--- src/rtl/pe_row_feeder_pkg.sv ---
`default_nettype none
// ============================================================================
// Module   : pe_feeder_pkg
// Brief    : Shared state encoding and buffer-select constants for the
//            PE row feeder.
// Revision : 1.0 - initial release
// ============================================================================
package pe_feeder_pkg;

  localparam int STATE_W = 3;

  // Controller states; the encoding is fixed so it reads the same in waves
  // and in any software that peeks at it.
  typedef enum logic [STATE_W-1:0] {
    ST_IDLE     = 3'd0,
    ST_EMIT_F   = 3'd1,
    ST_EMIT_I   = 3'd2,
    ST_WAIT_RDY = 3'd3,
    ST_DONE     = 3'd4
  } state_e;

  // wr_sel decode: which row buffer a write targets.
  localparam logic SEL_FILTER = 1'b0;
  localparam logic SEL_IFMAP  = 1'b1;

endpackage
`default_nettype wire

--- src/rtl/pe_row_feeder_if.sv ---
`default_nettype none
// ============================================================================
// Module   : pe_row_feeder_if
// Brief    : Buffer-write, launch and PE-chain signals for the row feeder.
//            master = buffer/launch driver side, slave = the feeder itself.
// Revision : 1.0 - initial release
// ============================================================================
interface pe_row_feeder_if #(
  parameter int BITWIDTH      = 16,
  parameter int RF_ADDR_WIDTH = 3
);

  // Row-buffer write port and launch
  logic                     wr_en;
  logic                     wr_sel;
  logic [RF_ADDR_WIDTH-1:0] wr_addr;
  logic [BITWIDTH-1:0]      wr_data;
  logic                     start;

  // PE chain side
  logic                     pe_ready;
  logic                     filter_enable;
  logic [BITWIDTH-1:0]      filter;
  logic                     ifmap_enable;
  logic [BITWIDTH-1:0]      ifmap;

  // Status
  logic                     busy;
  logic                     done;
  logic                     wr_err;

  modport master (
    output wr_en, wr_sel, wr_addr, wr_data, start, pe_ready,
    input  filter_enable, filter, ifmap_enable, ifmap, busy, done, wr_err
  );

  modport slave (
    input  wr_en, wr_sel, wr_addr, wr_data, start, pe_ready,
    output filter_enable, filter, ifmap_enable, ifmap, busy, done, wr_err
  );

endinterface
`default_nettype wire

--- src/rtl/pe_row_feeder_row_buf.sv ---
`default_nettype none
// ============================================================================
// Module   : feeder_row_buf
// Brief    : KERNEL_SIZE x BITWIDTH row register array with synchronous
//            clear, gated write and combinational read.
// Revision : 1.0 - initial release
// ============================================================================
module feeder_row_buf #(
  parameter int BITWIDTH      = 16,
  parameter int KERNEL_SIZE   = 3,
  parameter int RF_ADDR_WIDTH = 3
) (
  input  wire logic                     clk,
  input  wire logic                     rstb,
  input  wire logic                     wr_en_i,
  input  wire logic [RF_ADDR_WIDTH-1:0] wr_addr_i,
  input  wire logic [BITWIDTH-1:0]      wr_data_i,
  input  wire logic [RF_ADDR_WIDTH-1:0] rd_addr_i,
  output logic      [BITWIDTH-1:0]      rd_data_o
);

  // Packed so each entry is a plain slice of one vector.
  logic [KERNEL_SIZE-1:0][BITWIDTH-1:0] mem_q;

  // Storage: cleared on reset, one entry updated per accepted write.
  // Addresses at or beyond KERNEL_SIZE match no entry and change nothing.
  always_ff @(posedge clk) begin
    if (rstb) begin
      mem_q <= '0;
    end else if (wr_en_i) begin
      for (int i = 0; i < KERNEL_SIZE; i++) begin
        if (wr_addr_i == RF_ADDR_WIDTH'(i)) begin
          mem_q[i] <= wr_data_i;
        end
      end
    end
  end

  // Read mux; an out-of-range address reads as zero.
  always_comb begin
    rd_data_o = '0;
    for (int i = 0; i < KERNEL_SIZE; i++) begin
      if (rd_addr_i == RF_ADDR_WIDTH'(i)) begin
        rd_data_o = mem_q[i];
      end
    end
  end

endmodule
`default_nettype wire

--- src/rtl/pe_row_feeder.sv ---
`default_nettype none
// ============================================================================
// Module   : pe_row_feeder
// Brief    : Holds one filter row and one ifmap row and streams them into a
//            PE chain interleaved F0,I0,F1,I1,... then waits for the chain's
//            ready and pulses done. All outputs are registered.
// Revision : 1.0 - initial release
// ============================================================================
module pe_row_feeder
  import pe_feeder_pkg::*;
#(
  parameter int BITWIDTH      = 16,
  parameter int KERNEL_SIZE   = 3,
  parameter int RF_ADDR_WIDTH = 3
) (
  input  wire logic       clk,
  input  wire logic       rstb,
  pe_row_feeder_if.slave  bus
);

  localparam logic [RF_ADDR_WIDTH-1:0] c_LAST_IDX = RF_ADDR_WIDTH'(KERNEL_SIZE - 1);
  // One extra bit so KERNEL_SIZE == 2**RF_ADDR_WIDTH is representable.
  localparam logic [RF_ADDR_WIDTH:0]   c_KSIZE    = (RF_ADDR_WIDTH + 1)'(KERNEL_SIZE);

  state_e                   state_q, state_d;
  logic [RF_ADDR_WIDTH-1:0] idx_q, idx_d;

  logic                     fen_q, fen_d;
  logic [BITWIDTH-1:0]      filt_q, filt_d;
  logic                     ien_q, ien_d;
  logic [BITWIDTH-1:0]      ifm_q, ifm_d;
  logic                     busy_q, busy_d;
  logic                     done_q, done_d;
  logic                     err_q, err_d;

  logic                     w_wr_ok;
  logic                     w_fbuf_we;
  logic                     w_ibuf_we;
  logic [BITWIDTH-1:0]      w_frd;
  logic [BITWIDTH-1:0]      w_ird;

  // Buffers only change while idle, so a running stream always sees a
  // stable snapshot; a write alongside start still lands before the first read.
  assign w_wr_ok   = bus.wr_en && (state_q == ST_IDLE) &&
                     ({1'b0, bus.wr_addr} < c_KSIZE);
  assign w_fbuf_we = w_wr_ok && (bus.wr_sel == SEL_FILTER);
  assign w_ibuf_we = w_wr_ok && (bus.wr_sel == SEL_IFMAP);

  feeder_row_buf #(
    .BITWIDTH      (BITWIDTH),
    .KERNEL_SIZE   (KERNEL_SIZE),
    .RF_ADDR_WIDTH (RF_ADDR_WIDTH)
  ) u_fbuf (
    .clk       (clk),
    .rstb      (rstb),
    .wr_en_i   (w_fbuf_we),
    .wr_addr_i (bus.wr_addr),
    .wr_data_i (bus.wr_data),
    .rd_addr_i (idx_q),
    .rd_data_o (w_frd)
  );

  feeder_row_buf #(
    .BITWIDTH      (BITWIDTH),
    .KERNEL_SIZE   (KERNEL_SIZE),
    .RF_ADDR_WIDTH (RF_ADDR_WIDTH)
  ) u_ibuf (
    .clk       (clk),
    .rstb      (rstb),
    .wr_en_i   (w_ibuf_we),
    .wr_addr_i (bus.wr_addr),
    .wr_data_i (bus.wr_data),
    .rd_addr_i (idx_q),
    .rd_data_o (w_ird)
  );

  // Next-state and next-output decode; outputs follow the current state by
  // one cycle, so every enable appears the cycle after its state is entered.
  always_comb begin
    state_d = state_q;
    idx_d   = idx_q;
    fen_d   = 1'b0;
    filt_d  = '0;
    ien_d   = 1'b0;
    ifm_d   = '0;
    busy_d  = 1'b0;
    done_d  = 1'b0;
    err_d   = bus.wr_en && !w_wr_ok;

    case (state_q)
      ST_IDLE: begin
        if (bus.start) begin
          state_d = ST_EMIT_F;
          idx_d   = '0;
        end
      end
      ST_EMIT_F: begin
        fen_d   = 1'b1;
        filt_d  = w_frd;
        busy_d  = 1'b1;
        state_d = ST_EMIT_I;
      end
      ST_EMIT_I: begin
        ien_d  = 1'b1;
        ifm_d  = w_ird;
        busy_d = 1'b1;
        if (idx_q == c_LAST_IDX) begin
          state_d = ST_WAIT_RDY;
        end else begin
          idx_d   = idx_q + 1'b1;
          state_d = ST_EMIT_F;
        end
      end
      ST_WAIT_RDY: begin
        busy_d = 1'b1;
        if (bus.pe_ready) begin
          state_d = ST_DONE;
        end
      end
      ST_DONE: begin
        done_d  = 1'b1;
        state_d = ST_IDLE;
      end
      default: begin
        state_d = ST_IDLE;
      end
    endcase
  end

  // State, index and output registers; reset aborts any stream at once.
  always_ff @(posedge clk) begin
    if (rstb) begin
      state_q <= ST_IDLE;
      idx_q   <= '0;
      fen_q   <= 1'b0;
      filt_q  <= '0;
      ien_q   <= 1'b0;
      ifm_q   <= '0;
      busy_q  <= 1'b0;
      done_q  <= 1'b0;
      err_q   <= 1'b0;
    end else begin
      state_q <= state_d;
      idx_q   <= idx_d;
      fen_q   <= fen_d;
      filt_q  <= filt_d;
      ien_q   <= ien_d;
      ifm_q   <= ifm_d;
      busy_q  <= busy_d;
      done_q  <= done_d;
      err_q   <= err_d;
    end
  end

  assign bus.filter_enable = fen_q;
  assign bus.filter        = filt_q;
  assign bus.ifmap_enable  = ien_q;
  assign bus.ifmap         = ifm_q;
  assign bus.busy          = busy_q;
  assign bus.done          = done_q;
  assign bus.wr_err        = err_q;

endmodule
`default_nettype wire

--- src/flat_wrapper.sv ---
// flat-port wrapper written by rule: the top's interface ports become plain ports
module pe_row_feeder_flat import pe_feeder_pkg::*;
#(
  parameter int BITWIDTH      = 16,
  parameter int KERNEL_SIZE   = 3,
  parameter int RF_ADDR_WIDTH = 3
)
  (clk, rstb, bus_wr_en, bus_wr_sel, bus_wr_addr, bus_wr_data, bus_start, bus_pe_ready, bus_filter_enable, bus_filter, bus_ifmap_enable, bus_ifmap, bus_busy, bus_done, bus_wr_err);
  pe_row_feeder_if #(.BITWIDTH(BITWIDTH), .RF_ADDR_WIDTH(RF_ADDR_WIDTH)) bus_i ();
  input  wire logic clk;
  input  wire logic rstb;
  input wire logic [$bits(bus_i.wr_en)-1:0] bus_wr_en;
  input wire logic [$bits(bus_i.wr_sel)-1:0] bus_wr_sel;
  input wire logic [$bits(bus_i.wr_addr)-1:0] bus_wr_addr;
  input wire logic [$bits(bus_i.wr_data)-1:0] bus_wr_data;
  input wire logic [$bits(bus_i.start)-1:0] bus_start;
  input wire logic [$bits(bus_i.pe_ready)-1:0] bus_pe_ready;
  output wire logic [$bits(bus_i.filter_enable)-1:0] bus_filter_enable;
  output wire logic [$bits(bus_i.filter)-1:0] bus_filter;
  output wire logic [$bits(bus_i.ifmap_enable)-1:0] bus_ifmap_enable;
  output wire logic [$bits(bus_i.ifmap)-1:0] bus_ifmap;
  output wire logic [$bits(bus_i.busy)-1:0] bus_busy;
  output wire logic [$bits(bus_i.done)-1:0] bus_done;
  output wire logic [$bits(bus_i.wr_err)-1:0] bus_wr_err;
  assign bus_i.wr_en = bus_wr_en;
  assign bus_i.wr_sel = bus_wr_sel;
  assign bus_i.wr_addr = bus_wr_addr;
  assign bus_i.wr_data = bus_wr_data;
  assign bus_i.start = bus_start;
  assign bus_i.pe_ready = bus_pe_ready;
  assign bus_filter_enable = bus_i.filter_enable;
  assign bus_filter = bus_i.filter;
  assign bus_ifmap_enable = bus_i.ifmap_enable;
  assign bus_ifmap = bus_i.ifmap;
  assign bus_busy = bus_i.busy;
  assign bus_done = bus_i.done;
  assign bus_wr_err = bus_i.wr_err;
  pe_row_feeder #(.BITWIDTH(BITWIDTH), .KERNEL_SIZE(KERNEL_SIZE), .RF_ADDR_WIDTH(RF_ADDR_WIDTH)) u_core (.clk(clk), .rstb(rstb), .bus(bus_i));
endmodule
--- config.mk ---
export PLATFORM = sky130hd
export DESIGN_NAME = pe_row_feeder_flat
export DESIGN_NICKNAME = d
export VERILOG_FILES = /design/src/rtl/pe_row_feeder_pkg.sv /design/src/rtl/pe_row_feeder_if.sv /design/src/rtl/pe_row_feeder_row_buf.sv /design/src/rtl/pe_row_feeder.sv /design/src/flat_wrapper.sv
export SDC_FILE = /design/constraint.sdc
export NUM_CORES = 1
export LEC_CHECK = 0
export CAP_MARGIN = 10
export CORE_MARGIN = 1.5
export CORE_UTILIZATION = 50
export DETAILED_ROUTE_END_ITERATION = 16
export GPL_ROUTABILITY_DRIVEN = 0
export PLACE_DENSITY = 0.72
export REMOVE_ABC_BUFFERS = 1
export SYNTH_ARGS = -nofsm -noshare
export SYNTH_HDL_FRONTEND = slang
export SYNTH_SLANG_ARGS = --single-unit
--- constraint.sdc ---
create_clock -name clk -period 2.4 [get_ports clk]
set_input_delay 0.24 -clock clk [delete_from_list [all_inputs] [get_ports clk]]
set_output_delay 0.24 -clock clk [all_outputs]
set_load 0.02 [all_outputs]
**Yosys cells after proc, flatten, opt, wreduce, memory -nomap -nowiden**

Index checks and enable logic that the tools add are counted.
W data, S select, Z words.

- Flip-flop bits (word level): 139
- Input bits: 25
- Output and inout bits: 37

- $add $sub $neg: 1
- $lt $le $gt $ge: 1
- Equal/unequal tests: 11
- Mux-type cells: 17
- Bitwise operators: 3
- Reductions and logical operators: 21

Operator list:

| kind | count |
|---|---|
| $mux W16 | 6 |
| $reduce_and A2 Y1 | 7 |
| $eq A3 B2 Y1 const B | 4 |
| $mux W3 | 4 |
| $pmux W3 S4 | 1 |
| $eq A3 B1 Y1 const B | 3 |
| $logic_not A3 Y1 | 3 |
| $ne A2 B2 Y1 const B | 3 |
| $pmux W3 S2 | 1 |
| $logic_and A1 B1 Y1 | 5 |
| $mux W1 | 4 |
| $reduce_or A2 Y1 | 2 |
| $add A3 B1 Y3 const B | 1 |
| $eq A3 B3 Y1 const B | 1 |
| $lt A3 B2 Y1 const B | 1 |
| $not A1 Y1 | 3 |
| $reduce_and A3 Y1 | 1 |
| $reduce_or A3 Y1 | 1 |
| $mux W2 | 1 |
| $reduce_bool A2 Y1 | 1 |
| $logic_not A1 Y1 | 1 |

**Longest topological paths before layout**

- Word-level depth: 5
- Mapped depth: 7
- Depth with buffers taken out: 5

**Cells and area by module**

Synthesis repeated with hierarchy kept, for this count alone.

- Cell total of the unflattened synthesis: 586
- Area total of the unflattened synthesis: 6,102.1 sq um

Modules (own cells, without submodules):

| module | instances | cells an instance | area an instance (sq um) |
|---|---|---|---|
| feeder_row_buf | 2 | 236 | 2,369.8 |
| pe_row_feeder | 1 | 114 | 1,362.6 |

**Worst setup path after synthesis**

Ideal clock, no wire load.

- Kind: reg-to-reg
- From: reg u_core.idx_q[0]
- To: reg u_core.idx_q[2]
- Library setup time: 147 ps
- Data arrival time: 1,702 ps
- Required time: 2,253 ps
- Slack: 551 ps
- Cell stages (with the launch flop): 7
- Cells stage by stage: dfxtp_1 inv_1 ha_1 clkbuf_1 nor2b_1 a2111oi_0 o21ai_0

- Word-level cells in the longest chain between the ends: 3

RTL lines:

| what | RTL line | text |
|---|---|---|
| start, declared | pe_row_feeder.sv:26 | `logic [RF_ADDR_WIDTH-1:0] idx_q, idx_d;` |
| start signal, assigned | pe_row_feeder.sv:144 | `idx_q <= idx_d;` |
| $add A3 B1 Y3 or $eq A3 B2 Y1 (tied branches) | pe_row_feeder.sv:110, pe_row_feeder.sv:107 |  |
| $mux W3 or $ne A2 B2 Y1 (tied branches) | n/a |  |
| $pmux W3 S2 or $reduce_and A3 Y1 (tied branches) | n/a |  |

Parallel ways exist; a longest one is shown, timed or not. The select of a mux whose other input is x is not followed.
A chain may end at the register's enable or synchronous reset.

**Worst setup path after layout**

- From: reg u_core.state_q[2]
- To: reg u_core.filt_q[2], in the netlist u_core.bus.filter[2]

- Word-level cells in the longest chain between the ends: 3

RTL lines:

| what | RTL line | text |
|---|---|---|
| start, declared | pe_row_feeder.sv:25 | `state_e state_q, state_d;` |
| start signal, assigned | pe_row_feeder.sv:143 | `state_q <= state_d;` |
| $eq A3 B1 Y1 | pe_row_feeder.sv:90 | `case (state_q)` |
| $not A1 Y1 (no source line) | n/a |  |
| $reduce_or A2 Y1 (no source line) | n/a |  |
| end signal, assigned | pe_row_feeder.sv:146 | `filt_q <= filt_d;` |
| end, declared | pe_row_feeder.sv:29 | `logic [BITWIDTH-1:0] filt_q, filt_d;` |

Every way passes these cells.

==> impl_metrics.yaml <==
run_status:
  status: "finished, final reports clean"
setup_path:
  rr_worst_depth: 4
  max_stage_delay_ps: 500
  cp_slowest_cell: "or3_1"
  crit_fanout: 10
  crit_path_end_kind: "register"
  cp.buffers_inverters: 1
  r2r_start: "u_core.state_q[2]"
  critPathKind: "register to register"
  reg2reg_to: "u_core.bus.filter[2]"
  cp_top_family: "simple AND/OR/NAND/NOR gates"
  cp.required_ps: 2730
  cp_cell_sequence: "or3b_4 -> or3_1 -> buf_4 -> a211oi_2"
  rrSetupSlack_ps: 450
  cp.arrival_ps: 2280
  start_kind: "register"
sta:
  min_period_ps: 1950
  max_freq_mhz: 512.8
  tightest_slew_ps: 905.8
  period_share: 0.8126
  finalMaxSlewViolations: 0
  setup_viol: 0
  rsz0062_at_grt: "false"
  relSlewSlack: 0.3962
  hold_violations: 0
  whs_ps: 120.7
  skew_ps: 4.665
place:
  hpwl_um: 7749
  portBuffers: 61
floorplanning:
  io-pin-count: 62
  start_util: 0.5118
  die_y_um: 111.1
  die_w_um: 111.1
  core_area_um2: 11420
  dieArea_um2: 12350
  rows: 39
cts:
  holdBufCountCts: 0
  cts-resized-gates: 0
  clock_latency_ps: 420
  post_cts_buffers: 0
  htreeDepth: 4
  root_buffer: "clkbuf_16"
  clockBufferDepth: 2
  tritoncts: "yes"
  cts_num_sinks: 139
  cts.clk_slew.worst_paths_ps: 50
  cts_buffers: 17
synthesis:
  syn_avg_cell_area_um2: 10.53
  ys_types: 37
  synthCells: 555
  synth_seq_cells: 139
  ys_seq_area_frac: 0.4761
  netlist_area_um2: 5844
  synth_warnings: 0
pwr:
  leakagePower_nw: 3.037
  peakVddDrop_v: 0.0005264
  powerDensity_nw_per_um2: 715.3
  fin_total_pwr_w: 0.005063
global_routing:
  grt_pass1_vias: 4157
  grt_first_pass_wirelength_um: 20770
  grt_usage: 0.2145
  grt-ovfl-total: 0
  grt_max_degree: 121
  antenna_found_initial: 0
route:
  top_layer: "met4"
  dr_wl_met3_um: 502
  postRouteAntennaNets: 0
  dr.pass1.iters: 4
  avgViaCountPerCell: 5.488
  routed_wl_um: 12850
  drc_errors: 0
  wl_met1_um: 5974
  drt_iter0_drc: 257
  wl_per_cell_um: 16.82
  routed-wl-met2_um: 6182
  vias: 4193
cells_and_area:
  diodes: 0
  n_fill_cell: 954
  drive_gt1_frac: 0.1095
  layout.nets: 639
  area_growth_pct: 21.11
run:
  max_cap_viol_count: 0
hold_path:
  hold_end: "u_core.bus.ifmap_enable"
  hold_start: "rstb"
  min_path_type: "input pin to register"
  hold_depth: 2
## worst max path at each step
stage                            startpoint              endpoint  slack (ps)  depth (start not counted)
after floorplan             u_core.idx_q[0]       u_core.idx_q[1]         -40                          5
after global placement    u_core.state_q[2]  u_core.bus.filter[1]         490                          4
after detailed placement  u_core.state_q[2]  u_core.bus.filter[2]         450                          4
after CTS                 u_core.state_q[2]  u_core.bus.filter[2]         430                          4
after global routing        u_core.idx_q[0]       u_core.idx_q[2]         360                          5
final                     u_core.state_q[2]  u_core.bus.filter[2]         450                          4
## layout by cell type (no fill, tap or decap), types with 9 or more instances in the layout
master           netlist  layout
dfxtp_1              139     139
nand2b_1             115     115
mux2i_1               96      96
clkdlybuf4s50_1        0      60
nor2_1                22      22
a211oi_1              22      22
nor2b_1               21      21
nor3_1                19      19
buf_4                  2      19
clkbuf_16              0      17
and3b_1               16      16
a221oi_1              16      16
a211oi_2              10      10
clkinv_2               0       9
## cells by family (layout without fill, tap and decap cells)
logic type,count (synthesis),in the layout,synth area share
simple gates,211,211,0.2286
flops,139,139,0.4761
compound gates,58,58,0.08521
mux,96,96,0.1644
fa+ha+maj,4,4,0.008564
buf+inv,47,113,0.03704
## layout make-up
| cell class | instances | area, um^2 | share of cell area |
|---|---|---|---|
| clock buffer | 20 | 456.7 | 0.06452 |
| clock inverter | 10 | 52.55 | 0.007424 |
| inverter | 3 | 11.26 | 0.001591 |
| multi-input combinational | 369 | 2848 | 0.4023 |
| sequential | 139 | 2783 | 0.3931 |
| tap | 143 | 178.9 | 0.02528 |
| timing repair buffer | 80 | 748.2 | 0.1057 |
## where the power goes
part	total (W)	leakage, nW	internal [W]	switching (W)
Clock	0.00226	0.260	0.00134	0.000922
Sequential	0.00236	1.12	0.00234	0.0000195
Combinational	0.000438	1.65	0.000193	0.000245
## worst register-to-register path, cell delays in order (launching register included)
cell and delay [ps]:
dfxtp_1 430, or3b_4 460, or3_1 510, buf_4 280
a211oi_2 190
## metrics by stage
step | std cells | instance area [um^2] | util | setup TNS, ps | worst slack [ps]
detailed placement | 734 | 6569 | 0.5753 | 0 | 447.7
global placement | 734 | 6569 | 0.5753 | 0 | 493.7
global route | 764 | 7078 | 0.6199 | 0 | 358.4
floorplan | 511 | 5639 | - | -59.06 | -44.40
finish | 764 | 7078 | 0.6199 | 0 | 449.7
CTS | 764 | 7078 | 0.6199 | 0 | 425.9
## sequential cells by signal, summed over array words and instances (netlist names)
name	count
u_core.bus.filter	16
u_core.bus.ifmap	16
u_core.u_ibuf.mem_q	48
u_core.bus.busy	1
u_core.bus.done	1
u_core.bus.filter_enable	1
u_core.bus.wr_err	1
u_core.bus.ifmap_enable	1
u_core.u_fbuf.mem_q	48
u_core.state_q	3
u_core.idx_q	3
## routing by layer
metal / vias to the layer above / track usage
met5: - / 0
met4: 0 / 0.08608
met3: 15 / 0.05194
met2: 81 / 0.3601
met1: 2047 / 0.2655
li1: 2050 / -
## Yosys cell counts
cell type    n  area, um^2
or3_1        1       6.260
nor4_2       1       12.51
nand3_2      2       20.02
and3b_1     16       140.1
nor3_4       1       16.27
buf_2        8       40.04
nor2b_1     21       131.4
and3_1       1       6.260
buf_4        2       15.01
a21oi_1      3       15.01
nor4bb_1     2       20.02
a221oi_1    16       140.1
a211oi_1    22       165.2
nor2_1      22       82.58
nand4bb_1    1       11.26
nand2_1      3       11.26
nand4_2      1       12.51
buf_6        3       33.78
o211a_1      1       10.01
mux2i_1     96       960.9
or3b_2       1       8.760
ha_1         4       50.05
o31ai_1      1       7.510
o21ai_0      2       10.01
a22oi_1      1       7.510
a2bb2oi_1    1       8.760
clkbuf_1    31       116.4
nor4b_2      1       15.01
nor3b_1      1       7.510
inv_1        3       11.26
nor4b_1      1       8.760
a211oi_2    10       125.1
a2111oi_0    1       8.760
nand2b_1   115       719.4
nor3_1      19       95.09
dfxtp_1    139        2783
or3b_4       1       11.26
Power figures use the tool's default switching activity.
